### config.mk
export PLATFORM = sky130hd
export DESIGN_NAME = regf_multi_port
export DESIGN_NICKNAME = d
export VERILOG_FILES = /design/src/rtl/regf_pkg.sv /design/src/rtl/regf_bank_1w1r.sv /design/src/rtl/regf_multi_port.sv
export SDC_FILE = /design/constraint.sdc
export NUM_CORES = 1
export LEC_CHECK = 0
export ABC_AREA = 0
export CAP_MARGIN = 30
export CORE_MARGIN = 3
export CORE_UTILIZATION = 42
export CTS_BUF_LIST = sky130_fd_sc_hd__clkbuf_8
export DETAILED_ROUTE_END_ITERATION = 10
export GPL_TIMING_DRIVEN = 0
export SLEW_MARGIN = 20
export SYNTH_ARGS = -nofsm -noshare
export SYNTH_HDL_FRONTEND = slang
export SYNTH_SLANG_ARGS = --single-unit
### constraint.sdc
create_clock -name clk -period 2.8 [get_ports clk]
set_input_delay 0.56 -clock clk [delete_from_list [all_inputs] [get_ports clk]]
set_output_delay 0.56 -clock clk [all_outputs]
set_load 0.05 [all_outputs]
### src/rtl/regf_pkg.sv
// Shared defaults and FSM state type for the multi-port register file.
package regf_pkg;

  localparam int REGF_DATA_W   = 32;
  localparam int REGF_ADDR_W   = 4;
  localparam int REGF_RD_PORTS = 2;

  typedef enum logic {
    INIT = 1'b0,
    RUN  = 1'b1
  } regf_state_e;

endpackage

### src/rtl/regf_bank_1w1r.sv
// One storage bank: single bit-masked write port, single registered read port.
// Storage is deliberately not reset; the top clears it through the write port.
module regf_bank_1w1r
  import regf_pkg::*;
#(
  parameter int DATA_W = REGF_DATA_W,
  parameter int ADDR_W = REGF_ADDR_W
) (
  input  logic              clk,
  input  logic              we,
  input  logic [ADDR_W-1:0] waddr,
  input  logic [DATA_W-1:0] wdata,
  input  logic [DATA_W-1:0] wmask,
  input  logic              re,
  input  logic [ADDR_W-1:0] raddr,
  output logic [DATA_W-1:0] rd_word
);

  localparam int DEPTH = 2 ** ADDR_W;

  logic [DATA_W-1:0] mem [DEPTH];

  // Read returns the pre-write contents; the top layers forwarding on top.
  always_ff @(posedge clk) begin
    if (we) begin
      mem[waddr] <= (wdata & wmask) | (mem[waddr] & ~wmask);
    end
    if (re) begin
      rd_word <= mem[raddr];
    end
  end

endmodule

### src/rtl/regf_multi_port.sv
// Multi-read-port register file with write-first forwarding and a post-reset
// clear sequence. Define REGF_BYTE_WE_EN to add the wbe byte-enable port.
module regf_multi_port
  import regf_pkg::*;
#(
  parameter int DATA_W   = REGF_DATA_W,
  parameter int ADDR_W   = REGF_ADDR_W,
  parameter int RD_PORTS = REGF_RD_PORTS
) (
  input  logic                       clk,
  input  logic                       rst,
  input  logic                       we,
  input  logic [ADDR_W-1:0]          waddr,
  input  logic [DATA_W-1:0]          wdata,
`ifdef REGF_BYTE_WE_EN
  input  logic [DATA_W/8-1:0]        wbe,
`endif
  input  logic [RD_PORTS-1:0]        re,
  input  logic [RD_PORTS*ADDR_W-1:0] raddr,
  output logic [RD_PORTS*DATA_W-1:0] rdata,
  output logic                       init_busy
);

  localparam int DEPTH = 2 ** ADDR_W;

  function automatic logic [DATA_W-1:0] merge_word(input logic [DATA_W-1:0] nw,
                                                   input logic [DATA_W-1:0] old,
                                                   input logic [DATA_W-1:0] mask);
    return (nw & mask) | (old & ~mask);
  endfunction

  regf_state_e       state;
  logic [ADDR_W-1:0] cnt;
  logic [DATA_W-1:0] wr_mask;
  logic              wr_run;
  logic              bank_we;
  logic [ADDR_W-1:0] bank_waddr;
  logic [DATA_W-1:0] bank_wdata;
  logic [DATA_W-1:0] bank_wmask;

`ifdef REGF_BYTE_WE_EN
  always_comb begin
    wr_mask = '0;
    for (int b = 0; b < DATA_W / 8; b++) begin
      wr_mask[b*8 +: 8] = {8{wbe[b]}};
    end
  end
`else
  assign wr_mask = '1;
`endif

  // Clear sequence: one entry per cycle, stops at DEPTH-1 without wrapping.
  always_ff @(posedge clk or posedge rst) begin
    if (rst) begin
      state     <= INIT;
      cnt       <= '0;
      init_busy <= 1'b1;
    end else begin
      case (state)
        INIT: begin
          if (cnt == ADDR_W'(DEPTH - 1)) begin
            state     <= RUN;
            init_busy <= 1'b0;
          end else begin
            cnt <= cnt + 1'b1;
          end
        end
        default: begin
          state     <= RUN;
          init_busy <= 1'b0;
        end
      endcase
    end
  end

  // User writes are dropped while clearing; the clear owns the write port.
  assign wr_run     = (state == RUN) && we;
  assign bank_we    = (state == INIT) || we;
  assign bank_waddr = (state == INIT) ? cnt : waddr;
  assign bank_wdata = (state == INIT) ? '0  : wdata;
  assign bank_wmask = (state == INIT) ? '1  : wr_mask;

  for (genvar p = 0; p < RD_PORTS; p++) begin : g_port
    logic [ADDR_W-1:0] raddr_p0;
    logic [DATA_W-1:0] rd_word_p1;
    logic [DATA_W-1:0] fwd_data_p1;
    logic [DATA_W-1:0] fwd_mask_p1;
    logic              zero_p1;
    logic              fwd_p1;

    assign raddr_p0 = raddr[p*ADDR_W +: ADDR_W];

    regf_bank_1w1r #(
      .DATA_W (DATA_W),
      .ADDR_W (ADDR_W)
    ) u_bank (
      .clk     (clk),
      .we      (bank_we),
      .waddr   (bank_waddr),
      .wdata   (bank_wdata),
      .wmask   (bank_wmask),
      .re      (re[p]),
      .raddr   (raddr_p0),
      .rd_word (rd_word_p1)
    );

    // p0 -> p1: capture read qualifiers; all hold while re[p] is low.
    always_ff @(posedge clk or posedge rst) begin
      if (rst) begin
        zero_p1 <= 1'b1;
        fwd_p1  <= 1'b0;
      end else if (re[p]) begin
        zero_p1 <= (state == INIT);
        fwd_p1  <= wr_run && (waddr == raddr_p0);
      end
    end

    always_ff @(posedge clk) begin
      if (re[p]) begin
        fwd_data_p1 <= wdata;
        fwd_mask_p1 <= wr_mask;
      end
    end

    assign rdata[p*DATA_W +: DATA_W] =
      zero_p1 ? '0 :
      fwd_p1  ? merge_word(fwd_data_p1, rd_word_p1, fwd_mask_p1) :
                rd_word_p1;
  end

endmodule

Word level (Yosys, flattened, before mapping). Memories as Yosys holds them, arrays and structs flattened. A register that Yosys moved wholly into a read port is not among the register bits. Index checks and enable logic that the tools add are counted.

Equality and inequality tests: 3. Reduce and logical (&&, ||, !) cells: 6. Divide/modulo/power cells: 0. Shifts and indexed selects: 0. $lt $le $gt $ge: 0. Mux-type cells: 12. Add/sub/neg operators: 1. Bitwise logic cells: 2. Multiply operators: 0.

Operators by type and width (number): two-way mux 32 bit (5); equality test 4 bit (2); two-way mux 1 bit (6); adder 4 x 1 -> 4 bit, second input constant (1); equality test 4 bit, second input constant (1); two-way mux 4 bit (1); logical AND 1 bit (3); inverter 1 bit (2); AND reduction 2 bit (1); nonzero test 2 bit (1); logical OR 1 bit (1).

Memory bits (read-only): 0. Input bits: 49. Output and inout bits: 65. Word-level logic and storage cells: 35. RAM bits: 1024. Memories kept: 2. Bits in latches: 0. Register bits after elaboration: 74.

Memory list: g_port[0].u_bank.mem (depth 16, bits a word 32, read ports 1, clocked after Yosys merged registers in 1, wr ports 1, line regf_bank_1w1r.sv:21) `logic [DATA_W-1:0] mem [DEPTH];`; g_port[1].u_bank.mem (depth 16, bits a word 32, read ports 1, clocked after Yosys merged registers in 1, wr ports 1, line regf_bank_1w1r.sv:21).

Logic depth before layout (Yosys ltp).
Depth in word-level cells: 4. Depth in mapped cells: 5. Mapped depth without buffers: 3.

Hierarchy. A second synthesis with hierarchy kept.

Cells, all modules: 2855. Area, all modules: 53042.1 sq um.

By module, submodules not included: regf_bank_1w1r (seq. area each 16335.7 sq um, instances 2, area each 24656.1 sq um, cells each 1279); regf_multi_port (seq. area each 2175.8 sq um, instances 1, area each 3729.8 sq um, cells each 297).

Worst setup path before layout. Ideal clock, no wire load.

Path kind: register to register. From: register state. To: memory g_port[1].u_bank.mem[9][0] (netlist name) (enable). Cell stages (with the launch flop): 5. Clock period less this slack: 2897 ps. Data arrival time: 2476 ps. Path slack: -97 ps. Cells stage by stage: dfrtp_1 > clkbuf_1 > clkbuf_1 > a41oi_1 > nor2_1.

Word-level cells in the longest chain between the ends: 4. Elaborated cells between the ends (all ways): 5.

Ends and longest elaborated chain: from (decl) (line regf_multi_port.sv:32) `regf_state_e state;`; from (signal assigned) (line regf_multi_port.sv:55) `state <= INIT;`; from (signal assigned) (line regf_multi_port.sv:62) `state <= RUN;`; from (signal assigned) (line regf_multi_port.sv:69) `state <= RUN;`; inverter 1 bit; logical OR 1 bit (line regf_multi_port.sv:78) `assign bank_we = (state == INIT) || we;`; two-way mux 1 bit (line regf_bank_1w1r.sv:25) `if (we) begin`; two-way mux 1 bit (implied by the code) (line regf_bank_1w1r.sv:26) `mem[waddr] <= (wdata & wmask) | (mem[waddr] & ~wmask);`; to (decl) (line regf_bank_1w1r.sv:21).

Parallel ways exist; a longest one is shown, timed or not.

Worst setup path after layout.
From: register g_port[1].zero_p1. To: output rdata[47].

Word-level cells in the longest chain between the ends: 1.

Ends and longest elaborated chain: from (decl) (line regf_multi_port.sv:88) `logic zero_p1;`; from (signal assigned) (line regf_multi_port.sv:113) `zero_p1 <= (state == INIT);`; two-way mux 32 bit (line regf_multi_port.sv:126) `zero_p1 ? '0 :`; to (decl) (line regf_multi_port.sv:20) `output logic [RD_PORTS*DATA_W-1:0] rdata,`.

No other way between the ends.

==> results by group <==
Run
  – Max cap viols: 0

GRT
  – Initial antenna violation count: 2
  – Total congestion overflow: 0
  – Largest net degree at the start of global routing: 43
  – Vias in the first global route: 17.02k
  – First-pass GRT wire length: 115.9 mm
  – Global Route Usage Sum: 0.2291

Routing
  – Post-DRT Antenna Nets: 0
  – Vias per cell: 6.105
  – Vias post-DR: 16.18k
  – TritonRoute pass-1 iters: 5
  – DRC violation count after routing: 0
  – Final wirelength: 80.15 mm
  – Initial DRC count: 1735
  – WL/cell: 30.24 um

Floorplan
  – DIE AREA: 0.07115 sq mm
  – Die X: 266.7 um
  – Die H: 266.7 um
  – Cell Rows: 94
  – Initial Utilization: 0.4289
  – I/O pins: 114
  – Core area: 0.06657 sq mm

Clock network
  – Worst-Skew Late Latency: 0.72 ns
  – CTS clk-pin slew, worst paths: 0.07 ns
  – CTS Buf Count: 106
  – Clk sinks: 650
  – Root Driver: clkbuf_8
  – Max clock buf depth: 3
  – CTS tree: yes
  – Number of H-tree levels: 3

Finish
  – Leading cell type in the layout, fill and taps excluded: edfxtp_1
  – Layout Utilization: 0.5055
  – Share of post-route cells with drive strength above 1: 0.3171
  – Final Cell Area: 0.03365 sq mm
  – Most frequent cells in the layout: edfxtp_1 (640), mux4_2 (256), a22oi_1 (128)
  – P&R area growth vs syn: 17.85%
  – Nets: 1751

Power
  – Worst vdd ir: 0.3363 mV
  – Total power: 20.76 mW
  – Pwr/cell area: 617.0 mW/mm^2
  – P_leak: 10.84 nW

Timing
  – Final Hold Fails: 0
  – Fmax achieved: 368.3 MHz
  – WHS: 0.1592 ns
  – Endpoints failing setup: 0
  – RSZ-0062 raised after global routing: yes
  – Setup ws final: 0.08487 ns
  – Skew final: 0.04013 ns
  – Final period util: 0.9697
  – Crit path time final: 2.715 ns
  – Max-slew violations: 0
  – Worst Max-Slew Pin Slew: 1.041 ns
  – Worst slew margin: 0.3062

Logic synthesis
  – Synthesis Warnings: 0
  – Mean Syn Cell Area: 19.67 sq um
  – Mapped Area: 0.02855 sq mm
  – Post-synth EDFFs: 640
  – Mapped Cells: 1452
  – Library cells used by synthesis: 35
  – FF+latch count, synth: 650
  – Seq/Total Area, Yosys: 0.6820
  – Syn nets: 1502
  – Top_reg_cell synth: edfxtp_1
  – Synth async-reset ratio: 0.01538

Place
  – Pre-CTS setup slack: -0.5309 ns
  – Buffers added on ports: 106
  – Dpl cell area: 0.03141 sq mm
  – GPL Wtd Cong: 0.7670
  – Placed wire-length estimate: 51.95 mm

Critical path
  – CP startpoint kind: flop
  – Worst Path Required: 2.24 ns
  – R2r setup slk: 0.16 ns
  – Worst setup path category: reg2out
  – Max FO, Critical Path: 6
  – Worst Path Arrival: 2.16 ns
  – CP Capture Type: primary output

Min path
  – Worst Hold Class: in2async

Run status
  – Status: complete, no violations
[per-stage QoR]
stage	setup TNS, ns	instances
floorplan	-28.20	1452
global placement	-1204.38	2422
detailed placement	-37.05	2450
CTS	-0.1571	2647
global route	-0.4958	2650
finish	0	2650
[cell families (layout without fill, tap and decap cells)]
logic type | after synthesis | after routing | synth area share
DFF | 650 | 650 | 0.6820
muxes | 322 | 322 | 0.2251
and+or+nand+nor | 205 | 205 | 0.03155
AOI/OAI and AO/OA | 147 | 147 | 0.03839
buffers and inverters | 118 | 451 | 0.01976
xor gates and xnor gates | 9 | 9 | 0.002761
adders and majority gates | 1 | 1 | 0.0004381
other | 0 | 1 | 0
[what timing repair did]
action	CTS	global route
endpoints found under the setup margin	199	413
setup buffers	9	0
hold buffers	0	0
pin swaps	4	0
resized for setup	207	21
[worst paths after layout]
| path | to | from | depth (start not counted) |
|---|---|---|---|
| max in group asynchronous | init_busy | rst | 2 |
| worst max-delay path | rdata[47] | g_port[1].zero_p1 | 4 |
| min in group clk | g_port[0].fwd_p1 | waddr[3] | 4 |
| worst min register to register | init_busy | init_busy | 1 |
| worst min-delay path | cnt[2] | rst | 2 |
| worst max register to register | g_port[1].u_bank.mem[2][21] | state | 4 |
[layout make-up]
type | instances | area [sq um]
Antenna cell | 1 | 2.502
Buffer | 107 | 611.8
Clock buffer | 114 | 1569
Clock inverter | 78 | 389.1
Fill cell | 5388 | 32920
Inverter | 7 | 26.28
Multi-Input combinational cell | 684 | 8665
Sequential cell | 650 | 19470
Tap cell | 864 | 1081
Timing Repair Buffer | 145 | 1832
[layer usage]
metal	up-vias	wire, um	track usage
li1	6639	-	-
met1	8632	32480	0.3147
met2	758	39200	0.3736
met3	148	6103	0.04157
met4	0	2359	0.07676
met5	-	0	0
[synthesized netlist by cell type (all sizes together) (2+ instances only)]
library cell  number  area, sq um
edfxtp           640        19220
mux4             256         5766
o22ai              2        12.51
buf               52        316.6
nor3               2        10.01
nor2b              6        37.54
a31oi              5        31.28
mux2               2        22.52
dfrtp              7        175.2
inv                7        26.28
and2              35        219.0
a41oi              3        26.28
nor2              85        319.1
nand2             67        251.5
a21oi              4        20.02
xnor2              8        70.07
dfstp              3        78.83
a22oi            128        960.9
clkbuf            59        221.5
nand3              3        15.01
nor3b              2        15.01
mux2i             64        640.6
o22a               2        17.52
nand4              2        12.51
[critical path, cell delays in order (launching register included)]
cell and delay, ns:
dfstp_2 0.65, clkbuf_8 0.23, buf_6 0.15, nor2_1 0.06
clkdlybuf4s15_2 0.33
[registers in the layout, summed over array words and instances, names as in the netlist]
signal and count:
init_busy 1, g_port.u_bank.rd_word 64, g_port.zero_p1 2, cnt 4, state 1, g_port.u_bank.mem 512
g_port.fwd_data_p1 64, g_port.fwd_p1 2
[where the power goes]
part | internal [mW] | leakage (nW) | switching [mW]
clock network | 3.93 | 1.11 | 3.80
registers | 10.9 | 5.99 | 0.0578
logic | 0.745 | 3.74 | 1.31
total | 15.6 | 10.8 | 5.16
No activity file was read; power rests on OpenSTA's default activity.
